**src/rtl/matrix_bram_reader.sv**
```systemverilog
// Walks a packed row-major matrix out of matrix_bram and streams it
// as tagged valid/ready beats through a credit-limited FIFO.
module matrix_bram_reader #(
  parameter int ROWS       = 5,
  parameter int COLS       = 5,
  parameter int ADDR_WIDTH = $clog2(ROWS * COLS),
  parameter int DATA_WIDTH = 32,
  parameter int FIFO_DEPTH = 4,
  parameter int DIM_WIDTH  =
    $clog2(((ROWS > COLS) ? ROWS : COLS) + 1)
) (
  input  logic                  clk,
  input  logic                  rst_n,
  input  logic                  start,
  input  logic [DIM_WIDTH-1:0]  rows_i,
  input  logic [DIM_WIDTH-1:0]  cols_i,
  output logic                  busy,
  output logic                  done,
  output logic                  err,
  output logic [ADDR_WIDTH-1:0] bram_addr,
  input  logic [DATA_WIDTH-1:0] bram_rd_data,
  output logic                  out_valid,
  input  logic                  out_ready,
  output logic [DATA_WIDTH-1:0] out_data,
  output logic [DIM_WIDTH-1:0]  out_row,
  output logic [DIM_WIDTH-1:0]  out_col,
  output logic                  out_last
);

  localparam int PW = (FIFO_DEPTH > 1) ? $clog2(FIFO_DEPTH) : 1;
  localparam int CW = $clog2(FIFO_DEPTH + 1);

  typedef enum logic [1:0] {
    IDLE,
    READ,
    DRAIN
  } state_t;

  typedef struct packed {
    logic                 v;
    logic [DIM_WIDTH-1:0] row;
    logic [DIM_WIDTH-1:0] col;
    logic                 last;
  } tag_t;

  typedef struct packed {
    logic [DATA_WIDTH-1:0] data;
    logic [DIM_WIDTH-1:0]  row;
    logic [DIM_WIDTH-1:0]  col;
    logic                  last;
  } beat_t;

  state_t                state;
  logic [DIM_WIDTH-1:0]  nrows;
  logic [DIM_WIDTH-1:0]  ncols;
  logic [DIM_WIDTH-1:0]  r_q;
  logic [DIM_WIDTH-1:0]  c_q;
  logic [ADDR_WIDTH-1:0] idx_q;
  tag_t                  s0;
  tag_t                  s1;
  beat_t                 mem [FIFO_DEPTH];
  logic [PW-1:0]         wr_ptr;
  logic [PW-1:0]         rd_ptr;
  logic [CW-1:0]         count;

  logic                  dims_ok;
  logic                  accept;
  logic                  issue;
  logic                  push;
  logic                  pop;
  logic [CW:0]           credit;
  logic [DIM_WIDTH-1:0]  cur_r;
  logic [DIM_WIDTH-1:0]  cur_c;
  logic [ADDR_WIDTH-1:0] cur_idx;
  logic [DIM_WIDTH-1:0]  lim_r;
  logic [DIM_WIDTH-1:0]  lim_c;
  logic                  cur_last;

  function automatic logic [PW-1:0] adv(
    input logic [PW-1:0] p
  );
    return (p == PW'(FIFO_DEPTH - 1)) ? '0 : p + PW'(1);
  endfunction

  always_comb begin
    dims_ok = (rows_i != '0)
           && (rows_i <= DIM_WIDTH'(ROWS))
           && (cols_i != '0)
           && (cols_i <= DIM_WIDTH'(COLS));
    accept  = (state == IDLE) && start && dims_ok;
    // Reads in flight are counted as if already in the FIFO
    credit  = (CW+1)'(count)
            + (CW+1)'(s0.v)
            + (CW+1)'(s1.v);
    issue   = accept
           || ((state == READ)
           && (credit < (CW+1)'(FIFO_DEPTH)));
    cur_r   = accept ? '0 : r_q;
    cur_c   = accept ? '0 : c_q;
    cur_idx = accept ? '0 : idx_q;
    lim_r   = accept ? rows_i - DIM_WIDTH'(1)
                     : nrows - DIM_WIDTH'(1);
    lim_c   = accept ? cols_i - DIM_WIDTH'(1)
                     : ncols - DIM_WIDTH'(1);
    cur_last = (cur_r == lim_r) && (cur_c == lim_c);
    push    = s1.v;
    pop     = out_valid && out_ready;
  end

  assign busy      = (state != IDLE);
  assign out_valid = (count != '0);
  assign out_data  = mem[rd_ptr].data;
  assign out_row   = mem[rd_ptr].row;
  assign out_col   = mem[rd_ptr].col;
  assign out_last  = mem[rd_ptr].last && out_valid;

  always_ff @(posedge clk or negedge rst_n) begin
    if (!rst_n) begin
      state     <= IDLE;
      nrows     <= '0;
      ncols     <= '0;
      r_q       <= '0;
      c_q       <= '0;
      idx_q     <= '0;
      s0        <= '0;
      s1        <= '0;
      wr_ptr    <= '0;
      rd_ptr    <= '0;
      count     <= '0;
      bram_addr <= '0;
      done      <= 1'b0;
      err       <= 1'b0;
      for (int i = 0; i < FIFO_DEPTH; i++) begin
        mem[i] <= '0;
      end
    end else begin
      done <= 1'b0;
      err  <= 1'b0;
      s1   <= s0;
      s0   <= '0;
      if (issue) begin
        s0.v      <= 1'b1;
        s0.row    <= cur_r;
        s0.col    <= cur_c;
        s0.last   <= cur_last;
        bram_addr <= cur_idx;
        idx_q     <= cur_idx + ADDR_WIDTH'(1);
        if (cur_c == lim_c) begin
          c_q <= '0;
          r_q <= cur_r + DIM_WIDTH'(1);
        end else begin
          c_q <= cur_c + DIM_WIDTH'(1);
          r_q <= cur_r;
        end
      end
      unique case (state)
        IDLE: begin
          if (start) begin
            if (dims_ok) begin
              nrows <= rows_i;
              ncols <= cols_i;
              state <= cur_last ? DRAIN : READ;
            end else begin
              err <= 1'b1;
            end
          end
        end
        READ: begin
          if (issue && cur_last) state <= DRAIN;
        end
        DRAIN: begin
          if (!s0.v && !s1.v
              && ((count == '0)
              || ((count == CW'(1)) && pop))) begin
            state <= IDLE;
            done  <= 1'b1;
          end
        end
        default: state <= IDLE;
      endcase
      if (push) begin
        mem[wr_ptr].data <= bram_rd_data;
        mem[wr_ptr].row  <= s1.row;
        mem[wr_ptr].col  <= s1.col;
        mem[wr_ptr].last <= s1.last;
        wr_ptr <= adv(wr_ptr);
      end
      if (pop) rd_ptr <= adv(rd_ptr);
      count <= count + CW'(push) - CW'(pop);
    end
  end

`ifndef SYNTHESIS
  a_no_overflow: assert property (
    @(posedge clk) disable iff (!rst_n)
    !(push && (count == CW'(FIFO_DEPTH)))
  );
`endif

endmodule
```
**config.mk**
```make
export PLATFORM = sky130hd
export DESIGN_NAME = matrix_bram_reader
export DESIGN_NICKNAME = d
export VERILOG_FILES = /design/src/rtl/matrix_bram_reader.sv
export SDC_FILE = /design/constraint.sdc
export NUM_CORES = 1
export LEC_CHECK = 0
export ABC_AREA = 1
export BUFFER_PORTS_ARGS = -buffer_cell sky130_fd_sc_hd__buf_2
export CORE_MARGIN = 2
export CORE_UTILIZATION = 30
export CTS_CLUSTER_DIAMETER = 80
export DETAILED_ROUTE_END_ITERATION = 10
export GPL_TIMING_DRIVEN = 0
export PLACE_DENSITY = 0.57
export SETUP_SLACK_MARGIN = 0.15
export SLEW_MARGIN = 20
export SYNTH_ARGS = -nofsm -noshare
export SYNTH_HDL_FRONTEND = slang
export SYNTH_SLANG_ARGS = --single-unit
```
**constraint.sdc**
```tcl
create_clock -name clk -period 4.2 [get_ports clk]
set_input_delay 0.63 -clock clk [delete_from_list [all_inputs] [get_ports clk]]
set_output_delay 0.63 -clock clk [all_outputs]
set_load 0.01 [all_outputs]
```
==> results by group <==
Floorplanning
  • I/O pin cnt: 90
  • Initial Utilization: 30.3%
  • Die area: 31200 µm²
  • Die Ht: 177 µm
  • DIE WIDTH: 177 µm
  • CORE AREA: 29500 µm²
  • Core Rows: 63

Synth
  • Mux contribution to synthesized area: 0%
  • Register area share after synthesis: 57.4%
  • Post-synthesis area per instance: 8.73 µm²
  • Synthesized instance count: 1023
  • Main combinational cell family by area after synthesis: compound AO/OA/AOI/OAI gates
  • Compound-cell area share of the yosys netlist: 17.5%
  • Synth Area in Adders: 2.19%
  • Synth Cell Area: 8930 µm²
  • Synth unique cells: 34
  • Yosys reg bits: 205
  • Post-synthesis xor/xnor area fraction: 0.490%
  • Synthesis Warnings: 0
  • Syn Nets: 1080
  • Simple-gate share of the synthesized area: 16.3%

Layout
  • Layout cells sized above 1: 12.6%
  • Synthesis-to-layout area growth: 19.3%
  • Fillers: 3100
  • Final net count: 1196
  • Seq. cell area: 5130 µm²
  • Multi-input logic area: 3260 µm²
  • Antenna diode instance count: 0
  • Design area: 10700 µm²

Detailed routing
  • Total Routed Length: 24400 µm
  • Wire length per cell: 15.9 µm
  • Pre-antenna DRT Iters: 5
  • Vias: 7322
  • Vias per cell: 4.76
  • DR iter-0 viols: 479
  • DRT antenna net count: 0
  • Detailed-route DRC error count: 0

STA
  • Final setup vio count: 0
  • Fmax: 297 MHz
  • Post-route setup TNS: 0 ps
  • Fin. Hold Viols: 0
  • Worst Tran Pin Value: 701 ps
  • RSZ-0062 raised after global routing: false
  • Crit path time final: 3370 ps
  • Relative slew slack: 53.3%
  • Setup Skew: 6.19 ps
  • Max-slew violations: 0
  • Tcrit/Tclk final: 80.3%

Clocking
  • # Post-CTS Setup Buffers: 0
  • TritonCTS Sinks: 205
  • Clock Path Buffers: 3
  • Clk_lat worst skew: 500 ps
  • Clk slew on worst S/H paths: 60 ps
  • CTS Root Cell: clkbuf_16
  • CTS buffer count: 22
  • CTS Hold Bufs: 1
  • Max H-tree Level: 1
  • Resized Gates After CTS: 0
  • CTS tree: done

GRT
  • Largest net degree at the start of global routing: 97
  • First-pass GRT wire length: 39900 µm
  • Initial antenna violation count: 1
  • Gr usage total: 15.9%
  • Number of global-route vias before repair: 7295
  • Grt ovf: 0

Run status
  • Outcome: finished, final reports clean

Place
  • PortBufs: 89
  • Hpwl dp: 16000 µm
  • Placed inst area: 9930 µm²
  • Routability Congestion: 0.785

Power and ir drop
  • Power density cells: 855 nW/µm²
  • Pleak: 5.18 nW
  • VDD IR max: 347 µV

Critical path
  • Critical path endpoint category: output port
  • CP startpoint kind: flop
  • Crit path max fanout: 10
  • Crit path required time: 3570 ps
  • Reg-to-reg slack, setup: 1530 ps
  • Critical path arrival: 2740 ps
  • Setup CP Type: flop to output port

Job
  • Max-Cap Viols: 0

Worst hold path
  • Hold Path Class: flop to flop
-- kinds of logic after synthesis --
kind of cell,after synthesis
AO/OA/AOI/OAI,299
AND/OR/NAND/NOR,359
adder cells (fa/ha/maj),15
XOR/XNOR,5
flip-flops,205
buffers and inverters,140
-- stage by stage --
step | setup slack (ps) | std cells | util, % | hold slack, ps | total power [mW]
2_1_floorplan | 1570 | 1023 | - | 331 | 5.75
3_3_place_gp | -1140 | 1502 | 33.5 | 332 | 7.12
3_5_place_dp | 1180 | 1504 | 33.7 | 335 | 7.21
4_1_cts | 779 | 1537 | 36.2 | 344 | 9.23
5_1_grt | 652 | 1537 | 36.2 | 358 | 9.92
6_report | 829 | 1537 | 36.2 | 344 | 9.11
-- report_power, final --
part           switching (mW)  internal (mW)
logic                    2.50           1.30
clock network           0.769           1.22
registers               0.442           2.88
total                    3.71           5.40
-- layer usage --
| layer | GRT usage [%] | part of all wire (%) | up-vias |
|---|---|---|---|
| met2 | 25.8 | 46 | 193 |
| met1 | 22.4 | 46 | 3523 |
| met3 | 3.04 | 5.9 | 31 |
| met4 | 3.00 | 1.4 | 2 |
| met5 | 0 | 0.037 | - |
| li1 | - | - | 3573 |
-- worst paths after layout --
| path | start | cells past startpoint | to |
|---|---|---|---|
| setup reg to reg | state[0] | 17 | state[0] |
| min in group asynchronous | rst_n | 2 | bram_addr[0] |
| hold / removal | s0[5] | 0 | s1[5] |
| setup / recovery | rd_ptr[0] | 7 | out_data[30] |
| hold reg to reg | s0[5] | 0 | s1[5] |
| max in group asynchronous | rst_n | 3 | mem[9] |
-- critical path, cell delays in order (launching register included) --
cell      delay (ps)
dfrtp_1          380
clkbuf_1         200
clkinv_1         180
clkbuf_1         420
clkbuf_1         490
nor2_1            80
o22ai_1          290
buf_2            190
-- Yosys cell counts (all sizes together) --
cell / n / share of area (%)
ha: 14 / 2.0
o22ai: 38 / 2.7
a22oi: 1 / 0.084
nor2: 101 / 4.6
buf: 4 / 0.35
o211ai: 1 / 0.084
nand3: 17 / 1.2
a2111o: 1 / 0.13
a21o: 1 / 0.084
nor3: 4 / 0.28
or2: 1 / 0.070
xnor2: 1 / 0.098
a21oi: 4 / 0.27
xor2: 4 / 0.39
o21ai: 253 / 14
nand2: 235 / 10
inv: 77 / 3.2
nand4: 1 / 0.070
dfrtp: 205 / 57
fa: 1 / 0.22
clkbuf: 58 / 2.4
clkinv: 1 / 0.042
-- layout make-up --
| cell class | count | share of cell area, % |
|---|---|---|
| inverters | 78 | 2.75 |
| flip-flops and latches | 205 | 48.1 |
| well taps | 390 | 4.58 |
| repair buffers | 92 | 4.88 |
| multi-input cells | 678 | 30.6 |
| clock buffers | 28 | 5.86 |
| plain buffers | 62 | 2.34 |
| clock inverters | 4 | 0.892 |
-- flip-flops by register name, summed over array words and instances, names as in the netlist --
signal	cells
s1	7
push	1
nrows	3
r_q	3
state	2
mem	156
err	1
c_q	3
rd_ptr	2
count	3
idx_q	5
done	1
wr_ptr	2
ncols	3
bram_addr	5
s0	8
-- cell usage in the layout, fill, tap and decap left out, drive strengths merged, types with 2 or more instances in the layout --
master and count:
o21ai 253, nand2 235, dfrtp 205, nor2 101, buf 95, clkbuf 86
inv 77, o22ai 38, nand3 17, ha 14, xor2 4, nor3 4
a21oi 4, bufinv 3, clkinv 2
Note: power is estimated with default switching activity, not from simulation.
